===== config.mk =====
export PLATFORM = sky130hd
export DESIGN_NAME = column_approx_div_flat
export DESIGN_NICKNAME = d
export VERILOG_FILES = /design/src/rtl/column_approx_div_if.sv /design/src/rtl/column_approx_div.sv /design/src/flat_wrapper.sv
export SDC_FILE = /design/constraint.sdc
export NUM_CORES = 1
export LEC_CHECK = 0
export CAP_MARGIN = 40
export CORE_MARGIN = 2
export CORE_UTILIZATION = 54
export DETAILED_ROUTE_END_ITERATION = 6
export PLACE_DENSITY = 0.8
export SLEW_MARGIN = 20
export SYNTH_ARGS = -nofsm -noshare
export SYNTH_HDL_FRONTEND = slang
export SYNTH_SLANG_ARGS = --single-unit

===== constraint.sdc =====
create_clock -name clk -period 3.4 [get_ports clk]
set_input_delay 0.85 -clock clk [delete_from_list [all_inputs] [get_ports clk]]
set_output_delay 0.85 -clock clk [all_outputs]
set_load 0.01 [all_outputs]

===== src/rtl/column_approx_div_if.sv =====
// column_approx_div_if: start/done request bus between a divider client and column_approx_div.
// master drives the operands and start; slave returns busy/done and the held result.
// Widths follow LENGTH: dividend and quotient are 2*LENGTH bits, divisor and remainder LENGTH bits.
interface column_approx_div_if #(
  parameter int LENGTH = 8
);
  logic                  start;
  logic [2*LENGTH-1:0]   x;
  logic [LENGTH-1:0]     y;
  logic                  busy;
  logic                  done;
  logic [2*LENGTH-1:0]   q;
  logic [LENGTH-1:0]     r;
  logic                  dbz;

  modport master (
    output start, x, y,
    input  busy, done, q, r, dbz
  );

  modport slave (
    input  start, x, y,
    output busy, done, q, r, dbz
  );
endinterface


===== src/rtl/column_approx_div.sv =====
// column_approx_div: radix-2 restoring divider, 2*LENGTH-bit dividend / LENGTH-bit divisor,
// with the low THETA quotient bits decided by a column-truncated trial compare.
// Latency: 2*LENGTH+1 cycles from accepted start to done (1 cycle on divide-by-zero).
// Backpressure: start is sampled only while idle; starts during RUN/DONE are dropped.
// Build option: define COLUMN_APPROX_DIV_EXACT_EN to disable truncation (exact divider).
module column_approx_div #(
  parameter int LENGTH = 8,
  parameter int THETA  = 4
) (
  input  logic                clk,
  input  logic                rst_n,
  column_approx_div_if.slave  bus
);

  localparam int              QW    = 2 * LENGTH;
  localparam int              JW    = (QW > 1) ? $clog2(QW) : 1;
  localparam logic [JW-1:0]   J_MAX = JW'(QW - 1);
  localparam logic [LENGTH:0] ONES  = '1;

  typedef enum logic [1:0] {
    IDLE = 2'd0,
    RUN  = 2'd1,
    DONE = 2'd2
  } state_t;

  state_t state;
  state_t state_nxt;

  // Handshake decode
  logic accept;
  logic step;
  logic div_zero;

  // Operand / result registers. The partial remainder R is LENGTH+1 bits in the
  // algorithm, but R < y holds after every step so its top bit is always zero;
  // only the low LENGTH bits are stored and the shifted value R' is LENGTH+1 bits.
  logic [QW-1:0]     x_reg;
  logic [LENGTH-1:0] y_reg;
  logic [QW-1:0]     q_reg;
  logic [LENGTH-1:0] rem;
  logic [JW-1:0]     j;
  logic              dbz_reg;

  // One-step trial division signals
  logic [LENGTH:0]   r_shift;
  logic [LENGTH:0]   y_ext;
  logic [LENGTH:0]   mask;
  logic              q_bit;
  logic [LENGTH-1:0] rem_nxt;

  assign div_zero = (bus.y == '0);

  // State register; reset aborts any division in progress.
  always_ff @(posedge clk or negedge rst_n) begin
    if (!rst_n) begin
      state <= IDLE;
    end else begin
      state <= state_nxt;
    end
  end

  // Next-state and handshake outputs: accept only in IDLE, iterate in RUN, pulse done in DONE.
  always_comb begin
    state_nxt = state;
    accept    = 1'b0;
    step      = 1'b0;
    bus.busy  = 1'b0;
    bus.done  = 1'b0;
    case (state)
      IDLE: begin
        if (bus.start) begin
          accept    = 1'b1;
          state_nxt = div_zero ? DONE : RUN;
        end
      end
      RUN: begin
        bus.busy = 1'b1;
        step     = 1'b1;
        if (j == '0) begin
          state_nxt = DONE;
        end
      end
      DONE: begin
        bus.busy  = 1'b1;
        bus.done  = 1'b1;
        state_nxt = IDLE;
      end
      default: begin
        state_nxt = IDLE;
      end
    endcase
  end

  // One quotient bit: shift in x[j], compare under the column mask, restore or subtract.
  always_comb begin
    r_shift = {rem, x_reg[j]};
    y_ext   = {1'b0, y_reg};
    mask    = ONES;
`ifndef COLUMN_APPROX_DIV_EXACT_EN
    // Below bit THETA, ignore the (THETA-j) lowest columns of both operands.
    if (int'(j) < THETA) begin
      mask = ONES << (THETA - int'(j));
    end
`endif
    q_bit = ((r_shift & mask) >= (y_ext & mask));
    if (q_bit) begin
      // A masked compare can say "fits" when R' < y; then the remainder collapses to 0
      // so R < y still holds for the next step.
      rem_nxt = (r_shift >= y_ext) ? LENGTH'(r_shift - y_ext) : '0;
    end else begin
      rem_nxt = r_shift[LENGTH-1:0];
    end
  end

  // Datapath registers: load on accept, advance one bit per RUN cycle, hold otherwise.
  always_ff @(posedge clk or negedge rst_n) begin
    if (!rst_n) begin
      x_reg   <= '0;
      y_reg   <= '0;
      q_reg   <= '0;
      rem     <= '0;
      j       <= '0;
      dbz_reg <= 1'b0;
    end else if (accept) begin
      x_reg <= bus.x;
      y_reg <= bus.y;
      j     <= J_MAX;
      if (div_zero) begin
        q_reg   <= '1;
        rem     <= bus.x[LENGTH-1:0];
        dbz_reg <= 1'b1;
      end else begin
        q_reg   <= '0;
        rem     <= '0;
        dbz_reg <= 1'b0;
      end
    end else if (step) begin
      q_reg[j] <= q_bit;
      rem      <= rem_nxt;
      j        <= j - 1'b1;
    end
  end

  assign bus.q   = q_reg;
  assign bus.r   = rem;
  assign bus.dbz = dbz_reg;

endmodule


===== src/flat_wrapper.sv =====
// flat-port wrapper written by rule: the top's interface ports become plain ports
module column_approx_div_flat 
#(
  parameter int LENGTH = 8,
  parameter int THETA  = 4
)
  (clk, rst_n, bus_start, bus_x, bus_y, bus_busy, bus_done, bus_q, bus_r, bus_dbz);
  column_approx_div_if #(.LENGTH(LENGTH)) bus_i ();
  input  logic clk;
  input  logic rst_n;
  input wire logic [$bits(bus_i.start)-1:0] bus_start;
  input wire logic [$bits(bus_i.x)-1:0] bus_x;
  input wire logic [$bits(bus_i.y)-1:0] bus_y;
  output wire logic [$bits(bus_i.busy)-1:0] bus_busy;
  output wire logic [$bits(bus_i.done)-1:0] bus_done;
  output wire logic [$bits(bus_i.q)-1:0] bus_q;
  output wire logic [$bits(bus_i.r)-1:0] bus_r;
  output wire logic [$bits(bus_i.dbz)-1:0] bus_dbz;
  assign bus_i.start = bus_start;
  assign bus_i.x = bus_x;
  assign bus_i.y = bus_y;
  assign bus_busy = bus_i.busy;
  assign bus_done = bus_i.done;
  assign bus_q = bus_i.q;
  assign bus_r = bus_i.r;
  assign bus_dbz = bus_i.dbz;
  column_approx_div #(.LENGTH(LENGTH), .THETA(THETA)) u_core (.clk(clk), .rst_n(rst_n), .bus(bus_i));
endmodule

==> out/qor.csv, run 1 <==
metric,value,unit
status,completed,
syn_area,0.00331,sq mm
reg2reg_depth,12,
dp_slack,0.153,ns
clockRootBuffer,clkbuf_8,
drtPass1Iterations,5,
nFillCells,486,
start_kind,flip-flop,
finalCriticalPeriod,3.18,ns
critical_path_arrival,3.39,ns
switchingPower,1680,uW
syn-num-nets,421,
instances_no_fill,498,
multiInputGateArea,0.00176,sq mm
cts.clk_slew.worst_paths,0.10,ns
synth_edf_count,0,
p_int,2230,uW
initial_core_util,0.559,
grt-ovfl-total,0,
path_buf_inv,1,
synth_warnings,0,
relSlewSlack,0.492,
syn_to_final_growth,22.3,%
core_area,0.00592,sq mm
finalPower,3910,uW
leakagePower,0.00183,uW
slowest_delay,0.52,ns
drc,0,
cts_hold_buf,0,
drtIter0Drc,233,
n_antenna_cell,0,
io_pins,54,
required,3.61,ns
grt_max_degree,39,
p_seq_frac,0.293,
end_kind,flip-flop,
tightest_slew,0.762,ns
final.setup.tns,0,ns
seqCellArea,0.00138,sq mm
peakVddDrop,669,uV
clock_power_share,0.116,
row_count,28,
powerDensity,966,mW/mm^2
finalCoreUtilization,0.684,
cts_tree,done,
die-area,0.00677,sq mm
grt_pass1_wl,12700,um
crit_chain,"mux4_2, a22oi_1, and3_2, ha_1, inv_1, fa_1, a211oi_1, o21bai_1, a21oi_1, xor2_1, o21ai_0, a32o_1",
htree_levels,2,
post_cts_buffers,0,
path_class,flip-flop to flip-flop,
maxCapViolCount,0,
synth_cell_types,51,
grt_use_total,0.247,
min_path_type,input port to asynchronous set/reset pin,
report.final.slew_viol_count,0,
grt_pass1_vias,2689,
combPwrFrac,0.591,
rsz0062_at_grt,no,
cp_slowest_cell,mux4_2,
seq_area_frac_synth,0.416,
fin_ws,0.221,ns
postSynthCellCount,369,
layout-drive-gt1-share,0.0922,
dp_hpwl,5870,um
dp.cells,490,
r2r_setup_slack,0.22,ns
die_height,82.3,um
r2r-start,u_core.j[0],
fp.dieW,82.3,um
fin_crit_sh,0.935,
cts.sinks,55,
final_net_count,474,
vias,2857,
clock_skew,0.00968,ns
io_buffers,53,
rr_endpoint,u_core.bus.r[6],
crit_family,compound AO/OA/AOI/OAI gates,
synth_flop_cell,dfrtp_1,
p_sw_frac,0.429,
clock_path_buffers,2,
ant_nets,0,
cts_made_buffers,5,
synthArstFlopShare,1.00,
syn_area_per_cell,8.97,sq um
antenna_found_initial,0,
crit_fanout,6,
final-hold-violation-count,0,
synth-seq-cells,55,
place_congestion,0.985,
drt-vias-per-instance,5.74,
wl_per_cell,15.6,um
clock.fmax,315,MHz
clk_latency,0.32,ns
setup_viol,0,
wl,7780,um
-- area by class of cell --
class	count	area share
Multi-Input combinational cell	273	0.435
Sequential cell	55	0.340
Timing Repair Buffer	67	0.156
Tap cell	75	0.0232
Inverter	20	0.0185
Clock buffer	6	0.0179
Clock inverter	2	0.00958
-- per-layer routing --
metal	wire length [um]	up-vias	global-route usage
met3	304	10	0.0348
met1	3600	1373	0.346
li1	-	1391	-
met5	0	-	0
met4	97	0	0.0567
met2	3780	83	0.405
-- power by group through the flow --
stage	logic (uW)	registers, uW	clock network [uW]
after detailed placement	2280	1160	0
after global routing	2570	1180	485
after CTS	2300	1150	456
after floorplan	1620	1130	0
after global placement	2210	1140	0
final	2310	1150	452
-- worst max-delay path by stage --
stage	end	cells past startpoint	slack, ns	from
after detailed placement	u_core.bus.r[6]	12	0.15	u_core.j[0]
after CTS	u_core.bus.r[6]	12	0.12	u_core.j[0]
final	u_core.bus.r[6]	12	0.22	u_core.j[0]
after floorplan	u_core.bus.r[6]	13	0.39	u_core.j[0]
after global placement	u_core.bus.r[6]	12	0.24	u_core.j[0]
after global routing	u_core.bus.r[6]	12	0.03	u_core.j[0]
-- per-stage QoR --
step                hold WS [ns]  cell area, sq um
floorplan                  0.440              3310
CTS                        0.459              4050
finish                     0.447              4050
global placement           0.458              3940
global route               0.464              4050
detailed placement         0.459              3940
-- cells in the mapped netlist (2+ instances only) --
cell type / number / area [sq um]
mux2_1: 3 / 33.8
nor2b_1: 3 / 18.8
a21oi_1: 21 / 105
buf_2: 4 / 20.0
o31a_1: 2 / 17.5
nand2_1: 84 / 315
a31oi_1: 13 / 81.3
o21ai_0: 20 / 100
nor4_2: 2 / 25.0
nand4_1: 4 / 25.0
nand2b_1: 2 / 12.5
a21o_1: 4 / 30.0
nand3_1: 10 / 50.1
ha_1: 24 / 300
o21ai_1: 9 / 45.0
xor2_1: 3 / 26.3
nor2_1: 15 / 56.3
buf_1: 4 / 15.0
mux2_2: 4 / 45.0
or2_1: 3 / 18.8
buf_6: 2 / 22.5
xnor2_1: 4 / 35.0
inv_1: 20 / 75.1
o21a_1: 2 / 15.0
and2_1: 6 / 37.5
a32o_1: 4 / 40.0
o21bai_1: 2 / 15.0
o31ai_1: 2 / 15.0
dfrtp_1: 55 / 1380
mux4_2: 4 / 90.1
clkbuf_1: 11 / 41.3
o22a_1: 3 / 26.3
o2111ai_1: 2 / 17.5
-- worst reg2reg max path, stage by stage (launching register included) --
cell and delay (ns):
dfrtp_2 0.47, mux4_2 0.52, a22oi_1 0.18, and3_2 0.23, ha_1 0.17, inv_1 0.07
fa_1 0.42, a211oi_1 0.24, o21bai_1 0.11, a21oi_1 0.17, xor2_1 0.15, o21ai_0 0.09
a32o_1 0.26
-- cell families after synthesis --
logic type	synth area share
muxes	0.0510
and+or+nand+nor	0.179
buffers and inverters	0.0525
AOI/OAI and AO/OA	0.186
xor gates and xnor gates	0.0185
DFF	0.416
adders and majority gates	0.0968
-- layout by cell type, fill, tap and decap left out, types with 2 or more instances in the layout --
| cell | count |
|---|---|
| or2_1 | 3 |
| a21o_1 | 4 |
| clkbuf_8 | 5 |
| o21ai_1 | 9 |
| a21oi_1 | 21 |
| nor2b_1 | 3 |
| o2111ai_1 | 2 |
| nor4_2 | 2 |
| mux2_1 | 3 |
| nand2_1 | 84 |
| nor2_1 | 15 |
| o21a_1 | 2 |
| dfrtp_1 | 54 |
| nand4_1 | 4 |
| inv_1 | 20 |
| nand2b_1 | 2 |
| xnor2_1 | 4 |
| o22a_1 | 3 |
| o31a_1 | 2 |
| o21ai_0 | 20 |
| and2_1 | 6 |
| ha_1 | 24 |
| o21bai_1 | 2 |
| mux2_2 | 4 |
| nand3_1 | 10 |
| buf_4 | 14 |
| clkdlybuf4s50_1 | 52 |
| a31oi_1 | 13 |
| o31ai_1 | 2 |
| xor2_1 | 3 |
| mux4_2 | 4 |
| a32o_1 | 4 |
-- timing repair --
action	in CTS	in global routing
endpoints found under the hold margin	0	0
resized for setup	0	1
setup endpoints to repair	0	3
Power figures use the tool's default switching activity.
==> run 2: changes to the inputs <==
--- a/config.mk
+++ b/config.mk
@@ -9,5 +9,6 @@
 export CORE_MARGIN = 2
-export CORE_UTILIZATION = 54
+export CORE_UTILIZATION = 60
 export DETAILED_ROUTE_END_ITERATION = 6
-export PLACE_DENSITY = 0.8
+export DONT_BUFFER_PORTS = 1
+export PLACE_DENSITY = 0.75
 export SLEW_MARGIN = 20
--- a/constraint.sdc
+++ b/constraint.sdc
@@ -3,2 +3,2 @@
 set_output_delay 0.85 -clock clk [all_outputs]
-set_load 0.01 [all_outputs]
+set_load 0.05 [all_outputs]
==> out/qor.csv, run 2 (synthesized netlist as in run 1, its figures left out) <==
metric,value,unit,change
cts_hold_buf,0,,unchanged
cts_tree,done,,
crit_chain,"nor2b_1, nand2_1, and3_2, or2_1, ha_1, nand2b_1, a31oi_1, o211a_1, buf_4, o21ai_2, mux2_1",,
leakagePower,0.00162,uW,-12%
peakVddDrop,734,uV,+9.8%
drc,0,,unchanged
core_area,0.00541,sq mm,-8.7%
multiInputGateArea,0.00177,sq mm,+0.36%
ant_nets,0,,unchanged
clock_skew,0.00995,ns,+0.000271 ns
clk_latency,0.31,ns,about the same
clockRootBuffer,clkbuf_8,,
final_cell_mix,"nand2_1 (84), dfrtp_1 (54), ha_1 (24)",,
wl,7280,um,-6.5%
initial_core_util,0.612,,+0.0533
start_kind,flip-flop,,
grt_pass1_wl,12300,um,-3.1%
wl_per_cell,16.6,um,+6.3%
cts.sinks,55,,unchanged
setup_viol,0,,unchanged
clock.fmax,315,MHz,about the same
slowest_delay,0.60,ns,+0.08 ns
clock_power_share,0.116,,about the same
io_buffers,0,,-100%
die-area,0.00613,sq mm,-9.5%
n_antenna_cell,0,,unchanged
die_height,78.3,um,-4.9%
seqCellArea,0.00138,sq mm,unchanged
final_common_cell,nand2_1,,
grt_pass1_vias,2578,,-4.1%
grt_max_degree,56,,+44%
report.final.slew_viol_count,0,,unchanged
io_pins,54,,unchanged
final.setup.tns,0,ns,unchanged
required,3.60,ns,about the same
powerDensity,1140,mW/mm^2,+18%
status,completed,,
cts.clk_slew.worst_paths,0.10,ns,about the same
final_net_count,417,,-12%
min_path_type,input port to asynchronous set/reset pin,,
p_sw_frac,0.492,,+0.0622
fp.dieW,78.3,um,-4.9%
final-hold-violation-count,0,,unchanged
nFillCells,467,,-3.9%
fin_crit_sh,0.934,,about the same
path_class,flip-flop to flip-flop,,
finalPower,3990,uW,+2.1%
critical_path_arrival,3.37,ns,-0.02 ns
drtPass1Iterations,4,,-1
cts_made_buffers,5,,unchanged
p_seq_frac,0.372,,+0.079
switchingPower,1960,uW,+17%
maxCapViolCount,0,,unchanged
tightest_slew,0.695,ns,-0.0679 ns
drt-vias-per-instance,5.94,,+3.6%
grt-ovfl-total,0,,unchanged
antenna_found_initial,0,,unchanged
combPwrFrac,0.512,,-0.079
dp_hpwl,5290,um,-9.8%
relSlewSlack,0.537,,+0.0453
p_int,2030,uW,-9.1%
place_congestion,0.861,,-13%
rsz0062_at_grt,no,,
crit_fanout,12,,+6
layout-drive-gt1-share,0.101,,+0.00889
grt_use_total,0.254,,+0.00753
cp_slowest_cell,dfrtp_1,,
end_kind,flip-flop,,
finalCriticalPeriod,3.18,ns,-0.00215 ns
htree_levels,2,,unchanged
vias,2603,,-8.9%
syn_to_final_growth,5.90,%,
row_count,27,,-3.6%
drtIter0Drc,105,,-55%
clock_path_buffers,2,,unchanged
## run 2: cell types whose count changed in the layout (fill, tap and decap cells not counted)
cell,delta
a211oi_1,-1
and2_1,-1
a211oi_2,+1
clkbuf_1,-1
and2_2,+1
buf_2,-1
clkbuf_8,+1
buf_4,-4
clkdlybuf4s50_1,-52
## run 2: final cells by class
| type | instances | area share |
|---|---|---|
| Clock buffer | 6 | 0.0236 |
| Clock inverter | 2 | 0.0111 |
| Inverter | 20 | 0.0214 |
| Multi-Input combinational cell | 273 | 0.504 |
| Sequential cell | 55 | 0.393 |
| Tap cell | 72 | 0.0257 |
| Timing Repair Buffer | 10 | 0.0214 |
## run 2: path summary, 6_finish.rpt
kind,from,endpoint,slack (ns),cells past startpoint
max,u_core.j[3],u_core.bus.q[2],0.22,11
max in group asynchronous,rst_n,u_core.j[0],3.07,0
max reg2reg,u_core.j[3],u_core.bus.q[2],0.22,11
min,rst_n,u_core.bus.q[15],0.22,0
min in group clk,u_core.x_reg[2],u_core.x_reg[2],0.49,2
min reg2reg,u_core.x_reg[2],u_core.x_reg[2],0.49,2
## run 2: critical path, delay by kind of cell (launching register included)
kind,cells,cell delay [ns]
and+or+nand+nor,5,1.03
AOI/OAI and AO/OA,3,0.63
DFF,1,0.60
muxes,1,0.32
adders and majority gates,1,0.28
buffers and inverters,1,0.19
## run 2: repair_timing
item	4_1_cts	5_1_grt
setup endpoints to repair	0	8
setup buffers	0	2
resized for setup	0	2
## run 2: power by group through the flow
stage | registers [uW] | clock network [uW] | logic, uW
2_1_floorplan | 1430 | 0 | 1670
3_3_place_gp | 1490 | 0 | 1930
3_5_place_dp | 1500 | 0 | 2000
4_1_cts | 1490 | 475 | 2010
5_1_grt | 1520 | 499 | 2300
6_report | 1490 | 464 | 2040
## run 2: metal layers
metal,share of wire,GRT usage
met1,0.42,0.318
met2,0.50,0.434
met3,0.058,0.0609
met4,0.018,0.0842
met5,0,0
## run 2: metrics by stage
stage                     hold WS, ns  cell area, sq um  cells   util  setup slack (ns)
after floorplan                 0.440              3310    369      -             0.389
after global placement          0.456              3360    428  0.622             0.236
after detailed placement        0.461              3360    428  0.622             0.120
after CTS                       0.211              3480    436  0.645            0.0934
after global routing            0.200              3510    438  0.649            0.0148
final                           0.216              3510    438  0.649             0.223
==> run 3: changes to the inputs <==
CTS_CLUSTER_DIAMETER = 120   (was not set)
==> results of run 3 <==
Same layout as run 2: the final DEF is identical, and so are final timing and power.
